File: src/rtl/uart_tx_cfg.sv
// Configurable UART transmitter with a small transmit FIFO and back-to-back framing.
// Define UART_TX_PARITY_EN to build in the optional parity bit (selected at run time by parity_mode).
module uart_tx_cfg #(
   parameter int CLK_F      = 50_000_000,
   parameter int UART_BPS   = 115200,
   parameter int DATA_W     = 8,
   parameter int STOP_BITS  = 1,
   parameter int FIFO_DEPTH = 4
) (
   input  logic                          clk,
   input  logic                          rst_n,
   input  logic                          tx_valid,
   input  logic [DATA_W-1:0]             tx_data,
   output logic                          tx_ready,
   input  logic [1:0]                    parity_mode,
   output logic                          uart_txd,
   output logic                          tx_busy,
   output logic                          tx_done,
   output logic [$clog2(FIFO_DEPTH):0]   fifo_level
);

   localparam int CLK_GOAL = CLK_F / UART_BPS;
   localparam int STOP_LEN = STOP_BITS * CLK_GOAL;
   localparam int CNT_W    = $clog2(STOP_LEN + 1);
   localparam int PTR_W    = $clog2(FIFO_DEPTH);
   localparam int LVL_W    = PTR_W + 1;
   localparam int IDX_W    = $clog2(DATA_W);

   typedef enum logic [2:0] {
      IDLE,
      START,
      DATA,
`ifdef UART_TX_PARITY_EN
      PARITY,
`endif
      STOP
   } state_t;

   state_t              state;
   logic [DATA_W-1:0]   mem [FIFO_DEPTH];
   logic [PTR_W-1:0]    wr_ptr;
   logic [PTR_W-1:0]    rd_ptr;
   logic [LVL_W-1:0]    next_level;
   logic [DATA_W-1:0]   head;
   logic [DATA_W-1:0]   shreg;
   logic [CNT_W-1:0]    cnt;
   logic [IDX_W-1:0]    bit_idx;
   logic                push;
   logic                pop;
   logic                bit_end;
   logic                stop_end;

`ifdef UART_TX_PARITY_EN
   logic                send_par;
   logic                par_bit;
`else
   logic                unused_parity;
   assign unused_parity = ^parity_mode;
`endif

   assign push     = tx_valid && tx_ready;
   assign head     = mem[rd_ptr];
   assign bit_end  = (cnt == CNT_W'(CLK_GOAL - 1));
   assign stop_end = (cnt == CNT_W'(STOP_LEN - 1));

   // A pop happens from IDLE, or on the very last stop cycle so the next frame follows with no gap.
   assign pop = (fifo_level != '0) && ((state == IDLE) || ((state == STOP) && stop_end));

   always_comb begin
      next_level = fifo_level;
      case ({push, pop})
         2'b10:   next_level = fifo_level + 1'b1;
         2'b01:   next_level = fifo_level - 1'b1;
         default: next_level = fifo_level;
      endcase
   end

   always_ff @(posedge clk) begin
      if (push) begin
         mem[wr_ptr] <= tx_data;
      end
   end

   always_ff @(posedge clk or negedge rst_n) begin
      if (!rst_n) begin
         wr_ptr     <= '0;
         rd_ptr     <= '0;
         fifo_level <= '0;
         tx_ready   <= 1'b1;
      end else begin
         if (push) begin
            wr_ptr <= wr_ptr + 1'b1;
         end
         if (pop) begin
            rd_ptr <= rd_ptr + 1'b1;
         end
         fifo_level <= next_level;
         tx_ready   <= (next_level != LVL_W'(FIFO_DEPTH));
      end
   end

   // tx_done is raised one edge early so that, being registered, it lands on the final stop cycle.
   always_ff @(posedge clk or negedge rst_n) begin
      if (!rst_n) begin
         state    <= IDLE;
         cnt      <= '0;
         bit_idx  <= '0;
         shreg    <= '0;
         uart_txd <= 1'b1;
         tx_busy  <= 1'b0;
         tx_done  <= 1'b0;
`ifdef UART_TX_PARITY_EN
         send_par <= 1'b0;
         par_bit  <= 1'b0;
`endif
      end else begin
         tx_done <= 1'b0;
         case (state)
            IDLE: begin
               if (pop) begin
                  shreg    <= head;
`ifdef UART_TX_PARITY_EN
                  send_par <= (parity_mode == 2'b01) || (parity_mode == 2'b10);
                  par_bit  <= (^head) ^ (parity_mode == 2'b01);
`endif
                  cnt      <= '0;
                  uart_txd <= 1'b0;
                  tx_busy  <= 1'b1;
                  state    <= START;
               end
            end

            START: begin
               if (bit_end) begin
                  cnt      <= '0;
                  bit_idx  <= '0;
                  uart_txd <= shreg[0];
                  shreg    <= shreg >> 1;
                  state    <= DATA;
               end else begin
                  cnt <= cnt + 1'b1;
               end
            end

            DATA: begin
               if (bit_end) begin
                  cnt <= '0;
                  if (bit_idx == IDX_W'(DATA_W - 1)) begin
`ifdef UART_TX_PARITY_EN
                     if (send_par) begin
                        uart_txd <= par_bit;
                        state    <= PARITY;
                     end else
`endif
                     begin
                        uart_txd <= 1'b1;
                        state    <= STOP;
                     end
                  end else begin
                     uart_txd <= shreg[0];
                     shreg    <= shreg >> 1;
                     bit_idx  <= bit_idx + 1'b1;
                  end
               end else begin
                  cnt <= cnt + 1'b1;
               end
            end

`ifdef UART_TX_PARITY_EN
            PARITY: begin
               if (bit_end) begin
                  cnt      <= '0;
                  uart_txd <= 1'b1;
                  state    <= STOP;
               end else begin
                  cnt <= cnt + 1'b1;
               end
            end
`endif

            STOP: begin
               if (stop_end) begin
                  cnt <= '0;
                  if (pop) begin
                     shreg    <= head;
`ifdef UART_TX_PARITY_EN
                     send_par <= (parity_mode == 2'b01) || (parity_mode == 2'b10);
                     par_bit  <= (^head) ^ (parity_mode == 2'b01);
`endif
                     uart_txd <= 1'b0;
                     state    <= START;
                  end else begin
                     tx_busy <= 1'b0;
                     state   <= IDLE;
                  end
               end else begin
                  cnt     <= cnt + 1'b1;
                  tx_done <= (cnt == CNT_W'(STOP_LEN - 2));
               end
            end

            default: begin
               state <= IDLE;
            end
         endcase
      end
   end

endmodule

File: config.mk
export PLATFORM = sky130hd
export DESIGN_NAME = uart_tx_cfg
export DESIGN_NICKNAME = d
export VERILOG_FILES = /design/src/rtl/uart_tx_cfg.sv
export SDC_FILE = /design/constraint.sdc
export NUM_CORES = 1
export LEC_CHECK = 0
export ABC_AREA = 1
export CAP_MARGIN = 0
export CORE_ASPECT_RATIO = 1.5
export CORE_UTILIZATION = 45
export DETAILED_ROUTE_END_ITERATION = 8
export SLEW_MARGIN = 15
export SYNTH_ARGS = -nofsm -noshare
export SYNTH_HDL_FRONTEND = slang
export SYNTH_SLANG_ARGS = --single-unit
File: constraint.sdc
create_clock -name clk -period 2.6 [get_ports clk]
set_input_delay 0.52 -clock clk [delete_from_list [all_inputs] [get_ports clk]]
set_output_delay 0.52 -clock clk [all_outputs]
set_load 0.05 [all_outputs]
==> metrics.json <==
{
  "run_status": {"value": "complete, no violations"},
  "antenna_found_initial": {"value": 0},
  "timing.critical_path.arrival": {"value": 2630, "unit": "ps"},
  "holdCritPathClass": {"value": "flop to flop"},
  "clockPowerShare": {"value": 0.215},
  "dr.first_iter.drc_count": {"value": 87},
  "synthesis.yosys.warnings": {"value": 0},
  "layout_min_cycle_time": {"value": 2376, "unit": "ps"},
  "final_net_count": {"value": 378},
  "synth_top_cell_area_share": {"value": 0.3083},
  "worst_setup_path_start_kind": {"value": "flop"},
  "fp-row-count": {"value": 36},
  "grt_pass1_wl": {"value": 9.804, "unit": "mm"},
  "timing.final.max_slew_violations": {"value": 0},
  "worst_r2r_path_depth": {"value": 15},
  "synth.largest_area_cell": {"value": "sky130_fd_sc_hd__edfxtp_1"},
  "whs": {"value": 469.7, "unit": "ps"},
  "critical_path.reg2reg.startpoint": {"value": "cnt[1]"},
  "syn_nets": {"value": 346},
  "syn_avg_cell_area": {"value": 9.801, "unit": "um2"},
  "core_region_area": {"value": 0.006576, "unit": "mm2"},
  "routed_wirelength_normalized_by_instance_count": {"value": 13.29, "unit": "um"},
  "max_cap_violations": {"value": 0},
  "grt_setup_unrepaired": {"value": "false"},
  "combined_area_of_all_synthesized_cells": {"value": 0.003117, "unit": "mm2"},
  "post_cts_resized": {"value": 0},
  "num_io_pins": {"value": 20},
  "worstPathMaxFanout": {"value": 6},
  "place.port_buffers": {"value": 17},
  "dr.pass1.iters": {"value": 4},
  "switch_pwr": {"value": 0.001791, "unit": "W"},
  "dieArea": {"value": 0.007270, "unit": "mm2"},
  "placed_cells_incl_taps": {"value": 415},
  "timing.reg2reg.setup_slack": {"value": 220, "unit": "ps"},
  "max_clock_freq": {"value": 420.9, "unit": "MHz"},
  "grt_pass1_vias": {"value": 2233},
  "power.static_leakage": {"value": 1.615, "unit": "nW"},
  "antenna_cells_inserted": {"value": 0},
  "gr-usage-all-layers": {"value": 0.1760},
  "postLayoutCoreUtil": {"value": 0.5540},
  "max-slew-margin-rel": {"value": 0.6692},
  "powerDensity": {"value": 1190, "unit": "mW/mm2"},
  "detailed_place_hpwl": {"value": 4.071, "unit": "mm"},
  "grt_max_degree": {"value": 34},
  "finalNonFillerCells": {"value": 431},
  "syn_to_final_growth": {"value": 16.90, "unit": "%"},
  "post_synth_main_area_contributors": {"value": "sky130_fd_sc_hd__edfxtp_1 31%, sky130_fd_sc_hd__dfrtp_1 25%, sky130_fd_sc_hd__nand2_1 11%"},
  "final_cycle_utilization_of_the_critical_path": {"value": 0.9139},
  "finalSetupViolCount": {"value": 0},
  "worst-slew-pin-transition": {"value": 494.6, "unit": "ps"},
  "power.internal": {"value": 0.002547, "unit": "W"},
  "crit_reg_reg_endpoint": {"value": "tx_ready"},
  "via_count": {"value": 2201},
  "viasPerCell": {"value": 5.107},
  "yosys_register_bits": {"value": 65},
  "finalWeightedCongestion": {"value": 0.7804},
  "globalRouteOverflowTotal": {"value": 0},
  "netlist-cell-type-count": {"value": 32},
  "clockBufferDepth": {"value": 2},
  "initial_core_util": {"value": 0.4739},
  "critical_path_capture_point_type": {"value": "flop"},
  "startpoint": {"value": "cnt[1]"},
  "cts_num_sinks": {"value": 65},
  "power.share.switching": {"value": 0.4128},
  "cts.hold.buffers_added": {"value": 0},
  "filler_cell_count": {"value": 597},
  "min_path_cells": {"value": 2},
  "cts_buffers": {"value": 9},
  "drive_above_1_share": {"value": 0.1268},
  "die_height": {"value": 103.9, "unit": "um"},
  "vdd.ir_drop.worst": {"value": 634.2, "unit": "uV"},
  "cts_tree": {"value": "done"},
  "pwr-share-comb": {"value": 0.434},
  "finalHoldViolations": {"value": 0},
  "route.detailed.drc": {"value": 0},
  "clkTransAtPathRegs": {"value": 70, "unit": "ps"},
  "cts.htree.levels": {"value": 3},
  "critPathKind": {"value": "flop to flop"},
  "p_seq_frac": {"value": 0.351},
  "worst_ep_required_time": {"value": 2860, "unit": "ps"},
  "worst_hold_path.endpoint": {"value": "tx_busy"},
  "ctsRootBufferMaster": {"value": "sky130_fd_sc_hd__clkbuf_8"},
  "die-width": {"value": 69.95, "unit": "um"},
  "antenna_violating_nets_post_route": {"value": 0},
  "drt-total-wl": {"value": 5.729, "unit": "mm"},
  "postSynthCellCount": {"value": 318},
  "clock_insertion_delay_worst_skew": {"value": 340, "unit": "ps"},
  "min-delay-start": {"value": "tx_busy"},
  "cts_post_setup_buffers_inserted": {"value": 0},
  "clock-skew-final": {"value": 10.54, "unit": "ps"},
  "setup_total_negative_slack": {"value": 0, "unit": "ps"},
  "synth_sequential_area_ratio": {"value": 0.5741}
}
-- routing by layer --
metal,global-route usage,share of wire,vias to the layer above
li1,-,-,1112
met2,0.3194,0.54,53
met1,0.1816,0.40,1019
met4,0.08000,0.028,0
met3,0.05329,0.033,17
met5,0,0,-
-- Yosys cell counts --
master	number
sky130_fd_sc_hd__clkinv_1	2
sky130_fd_sc_hd__o22ai_1	5
sky130_fd_sc_hd__o21ai_1	1
sky130_fd_sc_hd__ha_1	14
sky130_fd_sc_hd__a31oi_1	1
sky130_fd_sc_hd__o21ai_2	1
sky130_fd_sc_hd__clkinv_4	1
sky130_fd_sc_hd__o21ai_0	13
sky130_fd_sc_hd__nand3_1	37
sky130_fd_sc_hd__buf_4	3
sky130_fd_sc_hd__inv_1	30
sky130_fd_sc_hd__edfxtp_1	32
sky130_fd_sc_hd__o2111ai_1	1
sky130_fd_sc_hd__a21oi_1	4
sky130_fd_sc_hd__nor3_1	3
sky130_fd_sc_hd__nor2_1	16
sky130_fd_sc_hd__buf_2	3
sky130_fd_sc_hd__fa_1	1
sky130_fd_sc_hd__nand4_1	3
sky130_fd_sc_hd__inv_2	2
sky130_fd_sc_hd__o21a_1	1
sky130_fd_sc_hd__nand2_4	2
sky130_fd_sc_hd__nand2_8	2
sky130_fd_sc_hd__nor3_4	1
sky130_fd_sc_hd__nand2_1	93
sky130_fd_sc_hd__xor2_1	4
sky130_fd_sc_hd__nand2_2	4
sky130_fd_sc_hd__xnor2_1	3
sky130_fd_sc_hd__dfrtp_1	31
sky130_fd_sc_hd__dfstp_2	2
sky130_fd_sc_hd__nor4_1	1
sky130_fd_sc_hd__nor2_2	1
-- state kept, by name, summed over array words and instances, names as in the netlist, 2 cells and up --
register	cells
fifo_level	3
cnt	9
mem	32
rd_ptr	2
state	2
wr_ptr	2
shreg	8
bit_idx	3
-- cells by family (layout without fill, tap and decap cells) --
| logic type | after synthesis | after routing | share of synthesized area |
|---|---|---|---|
| compound gates | 27 | 27 | 0.04898 |
| xor+xnor | 7 | 7 | 0.01967 |
| fa+ha+maj | 15 | 15 | 0.06263 |
| buf+inv | 41 | 78 | 0.05580 |
| flops | 65 | 65 | 0.5741 |
| simple gates | 163 | 163 | 0.2389 |
-- worst max-delay path, stage by stage, from the launching register on --
cell and delay (ps):
sky130_fd_sc_hd__dfrtp_1 410, sky130_fd_sc_hd__inv_2 70, sky130_fd_sc_hd__ha_1 140, sky130_fd_sc_hd__nand2_1 50
sky130_fd_sc_hd__nor2_1 120, sky130_fd_sc_hd__nand2_2 100, sky130_fd_sc_hd__nand2_4 90, sky130_fd_sc_hd__nand2_4 90
sky130_fd_sc_hd__inv_1 90, sky130_fd_sc_hd__ha_1 140, sky130_fd_sc_hd__inv_1 70, sky130_fd_sc_hd__fa_1 370
sky130_fd_sc_hd__a21oi_1 150, sky130_fd_sc_hd__o21ai_0 120, sky130_fd_sc_hd__xnor2_1 210, sky130_fd_sc_hd__nand2_1 70
-- cell type report --
cell class	instances	area, um2	share of cell area
Multi-Input combinational cell	212	1159	0.3180
Timing Repair Buffer	27	245.2	0.06731
Clock inverter	7	95.09	0.02610
Tap cell	76	95.09	0.02610
Sequential cell	65	1789	0.4911
Clock buffer	9	123.9	0.03400
Inverter	35	136.4	0.03743
-- layout by cell type, fill, tap and decap left out --
master / count
sky130_fd_sc_hd__clkbuf_8: 9
sky130_fd_sc_hd__fa_1: 1
sky130_fd_sc_hd__nand2_4: 2
sky130_fd_sc_hd__dfrtp_1: 31
sky130_fd_sc_hd__o22ai_1: 5
sky130_fd_sc_hd__inv_1: 29
sky130_fd_sc_hd__xnor2_1: 3
sky130_fd_sc_hd__nor2_2: 2
sky130_fd_sc_hd__nor3_1: 3
sky130_fd_sc_hd__o21a_1: 1
sky130_fd_sc_hd__a21oi_1: 4
sky130_fd_sc_hd__inv_2: 3
sky130_fd_sc_hd__nand3_1: 37
sky130_fd_sc_hd__ha_1: 13
sky130_fd_sc_hd__edfxtp_1: 32
sky130_fd_sc_hd__a31oi_1: 1
sky130_fd_sc_hd__buf_4: 10
sky130_fd_sc_hd__o21ai_1: 1
sky130_fd_sc_hd__clkinv_1: 2
sky130_fd_sc_hd__clkinvlp_4: 1
sky130_fd_sc_hd__clkdlybuf4s50_1: 17
sky130_fd_sc_hd__nand2_2: 4
sky130_fd_sc_hd__nor2_1: 15
sky130_fd_sc_hd__nand2_1: 93
sky130_fd_sc_hd__nand2_8: 2
sky130_fd_sc_hd__nor4_1: 1
sky130_fd_sc_hd__o21ai_0: 13
sky130_fd_sc_hd__o2111ai_1: 1
sky130_fd_sc_hd__nor3_4: 1
sky130_fd_sc_hd__clkinv_4: 3
sky130_fd_sc_hd__dfstp_2: 2
sky130_fd_sc_hd__bufinv_16: 2
sky130_fd_sc_hd__o21ai_2: 1
sky130_fd_sc_hd__nand4_1: 3
sky130_fd_sc_hd__xor2_1: 4
sky130_fd_sc_hd__ha_2: 1
sky130_fd_sc_hd__clkinv_2: 2
-- stage by stage --
step | worst slack, ps | instance area (um2) | power, W
floorplan | 340.9 | 3117 | 0.002929
global placement | 250.7 | 3420 | 0.003404
detailed placement | 175.9 | 3420 | 0.003431
CTS | 161.4 | 3638 | 0.004374
global route | 8.093 | 3643 | 0.004673
finish | 223.9 | 3643 | 0.004338
-- power by group through the flow --
stage,combinational [W],clock (W),sequential (W)
after global routing,0.00213,0.000992,0.00155
after CTS,0.00190,0.000950,0.00152
after detailed placement,0.00189,0,0.00154
final,0.00188,0.000931,0.00152
after floorplan,0.00134,0,0.00159
after global placement,0.00187,0,0.00154
-- how the worst max path moves through the flow --
| stage | end | slack (ps) | depth (start not counted) |
|---|---|---|---|
| finish | tx_ready | 220 | 15 |
| global route | tx_ready | 8 | 15 |
| CTS | tx_ready | 160 | 13 |
| detailed placement | tx_ready | 180 | 13 |
| global placement | tx_ready | 250 | 13 |
| floorplan | tx_ready | 340 | 11 |
No activity file was read; power rests on OpenSTA's default activity.
